===== config.mk =====
export PLATFORM = sky130hd
export DESIGN_NAME = lifo_stack_flat
export DESIGN_NICKNAME = d
export VERILOG_FILES = /design/src/rtl/lifo_stack_if.sv /design/src/rtl/lifo_stack.sv /design/src/flat_wrapper.sv
export SDC_FILE = /design/constraint.sdc
export NUM_CORES = 1
export LEC_CHECK = 0
export CAP_MARGIN = 20
export CORE_AREA = 5 5 95 97
export DETAILED_ROUTE_END_ITERATION = 8
export DIE_AREA = 0 0 100 102
export DONT_BUFFER_PORTS = 1
export PLACE_DENSITY = 0.39
export SLEW_MARGIN = 20
export SYNTH_ARGS = -nofsm -noshare
export SYNTH_HDL_FRONTEND = slang
export SYNTH_SLANG_ARGS = --single-unit

===== constraint.sdc =====
create_clock -name clk -period 3.2 [get_ports clk]
set_clock_uncertainty 0.1 [all_clocks]
set_input_delay 0.32 -clock clk [delete_from_list [all_inputs] [get_ports clk]]
set_output_delay 0.32 -clock clk [all_outputs]
set_load 0.02 [all_outputs]

===== src/rtl/lifo_stack_if.sv =====
// Request/response bundle for lifo_stack. The producer/consumer side uses the
// master modport; the stack itself uses the slave modport.
interface lifo_stack_if #(
  parameter int WIDTH = 4,
  parameter int DEPTH = 8
);
  localparam int CW = $clog2(DEPTH + 1);

  logic [WIDTH-1:0] data_in;
  logic             push;
  logic             pop;
  logic             clear;
  logic             err_clr;
  logic [WIDTH-1:0] data_out;
  logic             out_valid;
  logic [WIDTH-1:0] top;
  logic [CW-1:0]    count;
  logic             full;
  logic             empty;
  logic             overflow;
  logic             underflow;

  modport master (
    output data_in, push, pop, clear, err_clr,
    input  data_out, out_valid, top, count, full, empty, overflow, underflow
  );

  modport slave (
    input  data_in, push, pop, clear, err_clr,
    output data_out, out_valid, top, count, full, empty, overflow, underflow
  );
endinterface


===== src/rtl/lifo_stack.sv =====
// Parametrised LIFO stack with occupancy count, combinational top-of-stack
// peek, registered pop output with valid strobe, synchronous clear and sticky
// overflow/underflow flags. A simultaneous push and pop on a non-empty stack
// swaps the top entry; on an empty stack it acts as a plain push.
module lifo_stack #(
  parameter int WIDTH = 4,
  parameter int DEPTH = 8
) (
  input  logic          clk,
  input  logic          rstN,
  lifo_stack_if.slave   bus
);
  localparam int CW = $clog2(DEPTH + 1);
  localparam int AW = (DEPTH > 1) ? $clog2(DEPTH) : 1;
  localparam logic [CW-1:0] COUNT_MAX = CW'(DEPTH);

  logic [WIDTH-1:0] mem [DEPTH];
  logic [CW-1:0]    count_q;
  logic [WIDTH-1:0] data_out_q;
  logic             out_valid_q;
  logic             overflow_q;
  logic             underflow_q;

  logic             is_full;
  logic             is_empty;
  logic [AW-1:0]    top_idx;
  logic [AW-1:0]    free_idx;
  logic [WIDTH-1:0] top_val;

  logic             wr_en;
  logic [AW-1:0]    wr_idx;
  logic             rd_en;
  logic             cnt_inc;
  logic             cnt_dec;
  logic             ovf_set;
  logic             udf_set;

  assign is_full  = (count_q == COUNT_MAX);
  assign is_empty = (count_q == '0);
  // top_idx is only meaningful when the stack is non-empty; free_idx only when not full.
  assign top_idx  = AW'(count_q - CW'(1));
  assign free_idx = AW'(count_q);
  assign top_val  = is_empty ? '0 : mem[top_idx];

  // Decode the request into memory, pointer and error actions; clear overrides all.
  always_comb begin
    // NOTE: every decode output is given a default first so no latch is inferred.
    wr_en   = 1'b0;
    wr_idx  = free_idx;
    rd_en   = 1'b0;
    cnt_inc = 1'b0;
    cnt_dec = 1'b0;
    ovf_set = 1'b0;
    udf_set = 1'b0;
    if (!bus.clear) begin
      if (bus.push && bus.pop && !is_empty) begin
        // Swap: read the old top out and overwrite it in place.
        rd_en  = 1'b1;
        wr_en  = 1'b1;
        wr_idx = top_idx;
      end else if (bus.push) begin
        // Also covers push+pop on an empty stack, which degrades to a push.
        if (!is_full) begin
          wr_en   = 1'b1;
          cnt_inc = 1'b1;
        end else begin
          ovf_set = 1'b1;
        end
      end else if (bus.pop) begin
        if (!is_empty) begin
          rd_en   = 1'b1;
          cnt_dec = 1'b1;
        end else begin
          udf_set = 1'b1;
        end
      end
    end
  end

  // Storage write port.
  always_ff @(posedge clk) begin
    // NOTE: storage is deliberately not reset; entries above count are never observable.
    if (wr_en) begin
      mem[wr_idx] <= bus.data_in;
    end
  end

  // Occupancy pointer, pop output register and valid strobe.
  always_ff @(posedge clk or negedge rstN) begin
    if (!rstN) begin
      count_q     <= '0;
      data_out_q  <= '0;
      out_valid_q <= 1'b0;
    end else begin
      // NOTE: non-blocking assignments so every register samples pre-edge values.
      out_valid_q <= rd_en;
      if (rd_en) begin
        data_out_q <= top_val;
      end
      if (bus.clear) begin
        count_q <= '0;
      end else if (cnt_inc) begin
        count_q <= count_q + CW'(1);
      end else if (cnt_dec) begin
        count_q <= count_q - CW'(1);
      end
    end
  end

  // Sticky error flags; a new error in the same cycle beats err_clr.
  always_ff @(posedge clk or negedge rstN) begin
    if (!rstN) begin
      overflow_q  <= 1'b0;
      underflow_q <= 1'b0;
    end else begin
      if (ovf_set) begin
        overflow_q <= 1'b1;
      end else if (bus.err_clr) begin
        overflow_q <= 1'b0;
      end
      if (udf_set) begin
        underflow_q <= 1'b1;
      end else if (bus.err_clr) begin
        underflow_q <= 1'b0;
      end
    end
  end

  assign bus.data_out  = data_out_q;
  assign bus.out_valid = out_valid_q;
  assign bus.top       = top_val;
  assign bus.count     = count_q;
  assign bus.full      = is_full;
  assign bus.empty     = is_empty;
  assign bus.overflow  = overflow_q;
  assign bus.underflow = underflow_q;
endmodule


===== src/flat_wrapper.sv =====
// flat-port wrapper written by rule: the top's interface ports become plain ports
module lifo_stack_flat 
#(
  parameter int WIDTH = 4,
  parameter int DEPTH = 8
)
  (clk, rstN, bus_data_in, bus_push, bus_pop, bus_clear, bus_err_clr, bus_data_out, bus_out_valid, bus_top, bus_count, bus_full, bus_empty, bus_overflow, bus_underflow);
  lifo_stack_if #(.WIDTH(WIDTH), .DEPTH(DEPTH)) bus_i ();
  input  logic clk;
  input  logic rstN;
  input wire logic [$bits(bus_i.data_in)-1:0] bus_data_in;
  input wire logic [$bits(bus_i.push)-1:0] bus_push;
  input wire logic [$bits(bus_i.pop)-1:0] bus_pop;
  input wire logic [$bits(bus_i.clear)-1:0] bus_clear;
  input wire logic [$bits(bus_i.err_clr)-1:0] bus_err_clr;
  output wire logic [$bits(bus_i.data_out)-1:0] bus_data_out;
  output wire logic [$bits(bus_i.out_valid)-1:0] bus_out_valid;
  output wire logic [$bits(bus_i.top)-1:0] bus_top;
  output wire logic [$bits(bus_i.count)-1:0] bus_count;
  output wire logic [$bits(bus_i.full)-1:0] bus_full;
  output wire logic [$bits(bus_i.empty)-1:0] bus_empty;
  output wire logic [$bits(bus_i.overflow)-1:0] bus_overflow;
  output wire logic [$bits(bus_i.underflow)-1:0] bus_underflow;
  assign bus_i.data_in = bus_data_in;
  assign bus_i.push = bus_push;
  assign bus_i.pop = bus_pop;
  assign bus_i.clear = bus_clear;
  assign bus_i.err_clr = bus_err_clr;
  assign bus_data_out = bus_i.data_out;
  assign bus_out_valid = bus_i.out_valid;
  assign bus_top = bus_i.top;
  assign bus_count = bus_i.count;
  assign bus_full = bus_i.full;
  assign bus_empty = bus_i.empty;
  assign bus_overflow = bus_i.overflow;
  assign bus_underflow = bus_i.underflow;
  lifo_stack #(.WIDTH(WIDTH), .DEPTH(DEPTH)) u_core (.clk(clk), .rstN(rstN), .bus(bus_i));
endmodule

* After elaboration in Yosys (flattened, before gate mapping)
Memory sizes are Yosys's and may differ from the RTL's. Cells that the tools add are included.
Cells by class: equal/unequal tests 1, $add $sub $neg 2, reductions and logical operators 7, multiplexer cells 33
Operator list (count):
- $mux 1 | 27
- $mux 4 | 4
- $mux 3 | 2
- $add 4x1->4 const B | 1
- $eq 4x4->1 const B | 1
- $logic_not 4->1 | 1
- $reduce_bool 2->1 | 2
- $sub 4x1->4 const B | 1
- $reduce_bool 3->1 | 1
- $logic_and 1x1->1 | 2
- $logic_not 1->1 | 1
Word-level totals: bits in registers 11, memories 1, bits in writable memories 32
Memory list:
- u_core.mem | words 8, width 4, rd ports 1, clocked after memory_dff 0, write ports 1, RTL line lifo_stack.sv:17 | logic [WIDTH-1:0] mem [DEPTH];

* Depth between registers and ports, before layout
depth after elaboration 9, depth in mapped cells 8, gate-level depth less buffers 7

* Least setup slack after synthesis
Ideal clock, no wire load.
path type register -> register, start point register u_core.count_q[0] (netlist: u_core.bus.count[0]), end point memory u_core.mem[2][0], enable pin, data required time 2771 ps, cell stages (with the launch flop) 8, data arrival time 2602 ps, slack 169 ps, clock period less this slack 3031 ps, cell sequence dfrtp_1 > buf_2 > clkinv_1 > ha_1 > nor3b_2 > or3b_2 > o31a_1 > nor2_1
Between the ends: word-level cells in the longest chain between the ends 7, elaborated cells on any way between the ends 13, those cells by class 1 x add/sub; 1 x eq/ne; 8 x mux; 3 x reduce/logical
Ends and longest elaborated chain:
- start: declaration | RTL line lifo_stack.sv:18 | logic [CW-1:0] count_q;
- start signal: assignment | RTL line lifo_stack.sv:103 | count_q <= count_q + CW'(1);
- start signal: assignment | RTL line lifo_stack.sv:105 | count_q <= count_q - CW'(1);
- $logic_not 4->1 (*) | RTL line lifo_stack.sv:39 | assign is_empty = (count_q == '0);
- named net bus_empty | RTL line flat_wrapper.sv:21 | output wire logic [$bits(bus_i.empty)-1:0] bus_empty;
- $logic_not 1->1 (*) | RTL line lifo_stack.sv:56 | if (bus.push && bus.pop && !is_empty) begin
- $logic_and 1x1->1 (*) | RTL line lifo_stack.sv:56
- $mux 1 | RTL line lifo_stack.sv:56
- $mux 1 | RTL line lifo_stack.sv:55 | if (!bus.clear) begin
- $mux 1 | RTL line lifo_stack.sv:83 | if (wr_en) begin
- $mux 1 (not written as such) | RTL line lifo_stack.sv:84 | mem[wr_idx] <= bus.data_in;
- end: declaration | RTL line lifo_stack.sv:17
Mark *: on every way through the listed nets, which the timed path passes. The rest lies on a longest branch.

* Worst setup path in the final report
start point register u_core.count_q[0] (netlist: u_core.bus.count[0]), end point memory u_core.mem[6][1], enable pin
The elaborated chain is that of the path after synthesis.

==> flow_summary.toml <==
[layout]
drive_gt1_share_pct = 16.4
syn_to_final_growth_pct = 14.1
diodes = 0
num-nets-final = 157
final_util_pct = 27.5
design_area_sq_mm = 0.00221

[yosys]
ys_seq_area_share_pct = 63.8
ys_seq_elements = 43
synth_top_area_cell = "edfxtp_1"
synthArstFlopShare_pct = 25.6
synth_nets = 146
synthTopCellsByArea = "edfxtp_1, dfrtp_1, mux4_2"
synth_edf_count = 32
synth_commonest_cells = "edfxtp_1, nor2_1, dfrtp_1"
synthFlopType = "edfxtp_1"
synth_top_family_by_area = "multiplexers"
synth_top_area_share_pct = 49.6
syn-cell-area_sq_mm = 0.00194
synth-compound-area-share_pct = 5.04
synth.avg_cell_area_sq_um = 14.5
yosysWarnings = 0
synth_xor_area_share_pct = 1.81
synth_most_common_cell = "edfxtp_1"
synthMuxAreaShare_pct = 14.7
synthSimpleGateAreaFrac_pct = 11.7
synthAdderAreaFrac_pct = 1.29
synth.distinct_cells = 36
syn_inst = 134

[power]
ir_worst_vdd_uv = 180
power_density_mw_per_mm2 = 837
cellLeakagePower_nw = 0.770

[clock_network]
cts-root-buf = "clkbuf_8"
clkSinkCount = 43
cts_tree = "built"
post_cts.repair.setup_buffers = 0
cts_made_buffers = 5
clockBufferDepth = 2
clk_pin_slew_ns = 0.08
htreeDepth = 2
worst_skew_pair.late_latency_ns = 0.29

[detailed_routing]
dr.pass1.iters = 4
drt-vias-per-instance = 4.47
num_vias = 1122
route.detailed.drc = 0
drt_iter0_markers = 34
drt-total-wl_um = 4190
wl_per_cell_um = 16.7
antenna_left = 0

[job]
maxCapViolCount = 0

[place]
portBuffers = 0
placedInstanceArea_sq_mm = 0.00207
gp_congestion = 0.748
place_hpwl_um = 3190
post-place-ws_ns = 0.298

[worst_setup_path]
critPathLaunchType = "register"
cp.required_ns = 3.03
slowest_stage = "or3b_2"
arrival_ns = 2.76
slowest_delay_ns = 0.57
endpoint_kind = "register"
worstPathCellList = "clkinv_1 -> ha_1 -> nor3b_2 -> or3b_2 -> o31a_1 -> nor2_1"
path_class = "register to register"
critical_path.max_fanout = 7

[timing]
max_freq_mhz = 342
setup_viol = 0
slew_viol_final = 0
fin_setup_tns_ns = 0
setup_ws_ns = 0.277
rsz0062_at_grt = "no"
finalCritPeriodShare_pct = 91.3
fin_crit_ns = 2.92
max_slew_margin_pct = 53.9
worst_pin_slew_ns = 0.689
hold_viol_final = 0

[global_route]
grt_usage_pct = 8.68
grt_overflow = 0
grt_max_degree = 15
grt_first_pass_wirelength_um = 6440
antenna_found_initial = 0
grt_pass1_vias = 1130

[die]
ioPinCount = 27
die_h_um = 102
start_util_pct = 24.1
coreArea_sq_mm = 0.00805
die-area_sq_mm = 0.0102
row_count = 33
die_x_um = 100

[outcome]
outcome = "finished, final reports clean"

[min_path]
hold_class = "input pin to register"
## power breakdown
group	switching (W)	total [W]	internal, W
Sequential	0.000108	0.000797	0.000689
Clock	0.000182	0.000334	0.000153
Combinational	0.000448	0.000720	0.000272
Total	0.000737	0.00185	0.00111
## state kept, by name, summed over array words and instances, names as in the netlist
signal	count
u_core.bus.count	4
u_core.bus.data_out	4
u_core.bus.out_valid	1
u_core.bus.overflow	1
u_core.bus.underflow	1
u_core.mem	32
## stage by stage
step | std cells | power, W | hold WS (ns)
after floorplan | 134 | 0.00136 | -0.0756
final | 251 | 0.00185 | 0.0193
after global placement | 237 | 0.00153 | -0.0752
after detailed placement | 237 | 0.00154 | -0.0752
after global routing | 251 | 0.00197 | 0.000515
after CTS | 247 | 0.00188 | 0.00539
## critical path, delay by kind of cell, from the launching register on
family | cells | cell delay [ns]
adders and majority gates | 1 | 0.36
and+or+nand+nor | 3 | 1.24
AOI/OAI and AO/OA | 1 | 0.27
DFF | 1 | 0.38
buffers and inverters | 1 | 0.20
## cells by family after synthesis
group	count (synthesis)
AOI/OAI and AO/OA	15
xor gates and xnor gates	4
buffers and inverters	8
muxes	18
and+or+nand+nor	44
adders and majority gates	2
DFF	43
## layer usage
| layer | vias up | wire (um) | global-route usage, % | part of all wire (%) |
|---|---|---|---|---|
| li1 | 522 | - | - | - |
| met1 | 549 | 1750 | 9.52 | 42 |
| met2 | 46 | 1990 | 14.9 | 48 |
| met3 | 5 | 393 | 4.44 | 9.4 |
| met4 | 0 | 49 | 2.49 | 1.2 |
| met5 | - | 0 | 0 | 0 |
## cells in the final DEF (no fill, tap or decap), types with 2 or more instances in the layout
cell | Yosys | layout
nand3_1 | 2 | 2
dlygate4sd3_1 | 0 | 6
inv_1 | 3 | 3
nand2b_1 | 4 | 4
nor2b_1 | 3 | 3
o21ai_0 | 2 | 2
mux4_2 | 8 | 8
nor2_1 | 23 | 23
mux2i_1 | 7 | 7
edfxtp_1 | 32 | 32
mux2_2 | 2 | 2
xnor2_1 | 2 | 2
nor3_1 | 2 | 2
xor2_1 | 2 | 2
ha_1 | 2 | 2
a21oi_1 | 7 | 7
clkbuf_8 | 0 | 5
nand2_1 | 2 | 2
buf_4 | 0 | 2
dfrtp_1 | 11 | 11
## what timing repair did
action | in CTS | in global routing
endpoints found under the setup margin | 0 | 0
gates resized for setup | 0 | 0
hold endpoints to repair | 13 | 16
hold buffers | 2 | 4
## path summary, 6_finish.rpt
path                                     start                     end  slack, ns  cells after the start
max                        u_core.bus.count[0]        u_core.mem[6][1]       0.28                      6
min                                   bus_push    u_core.bus.underflow       0.02                      1
max reg2reg                u_core.bus.count[0]        u_core.mem[6][1]       0.28                      6
min reg2reg                u_core.bus.overflow     u_core.bus.overflow       0.54                      2
max in group asynchronous                 rstN  u_core.bus.data_out[2]       2.31                      1
min in group asynchronous                 rstN     u_core.bus.count[3]       0.33                      1
## area by class of cell
| class | count | area, sq um |
|---|---|---|
| Inverter | 4 | 15.0 |
| Sequential cell | 43 | 1240 |
| Tap cell | 105 | 131 |
| Clock inverter | 2 | 12.5 |
| Timing Repair Buffer | 8 | 75.1 |
| Multi-Input combinational cell | 83 | 668 |
| Clock buffer | 6 | 72.6 |
| Fill cell | 838 | 5840 |
Note: power is estimated with default switching activity, not from simulation.
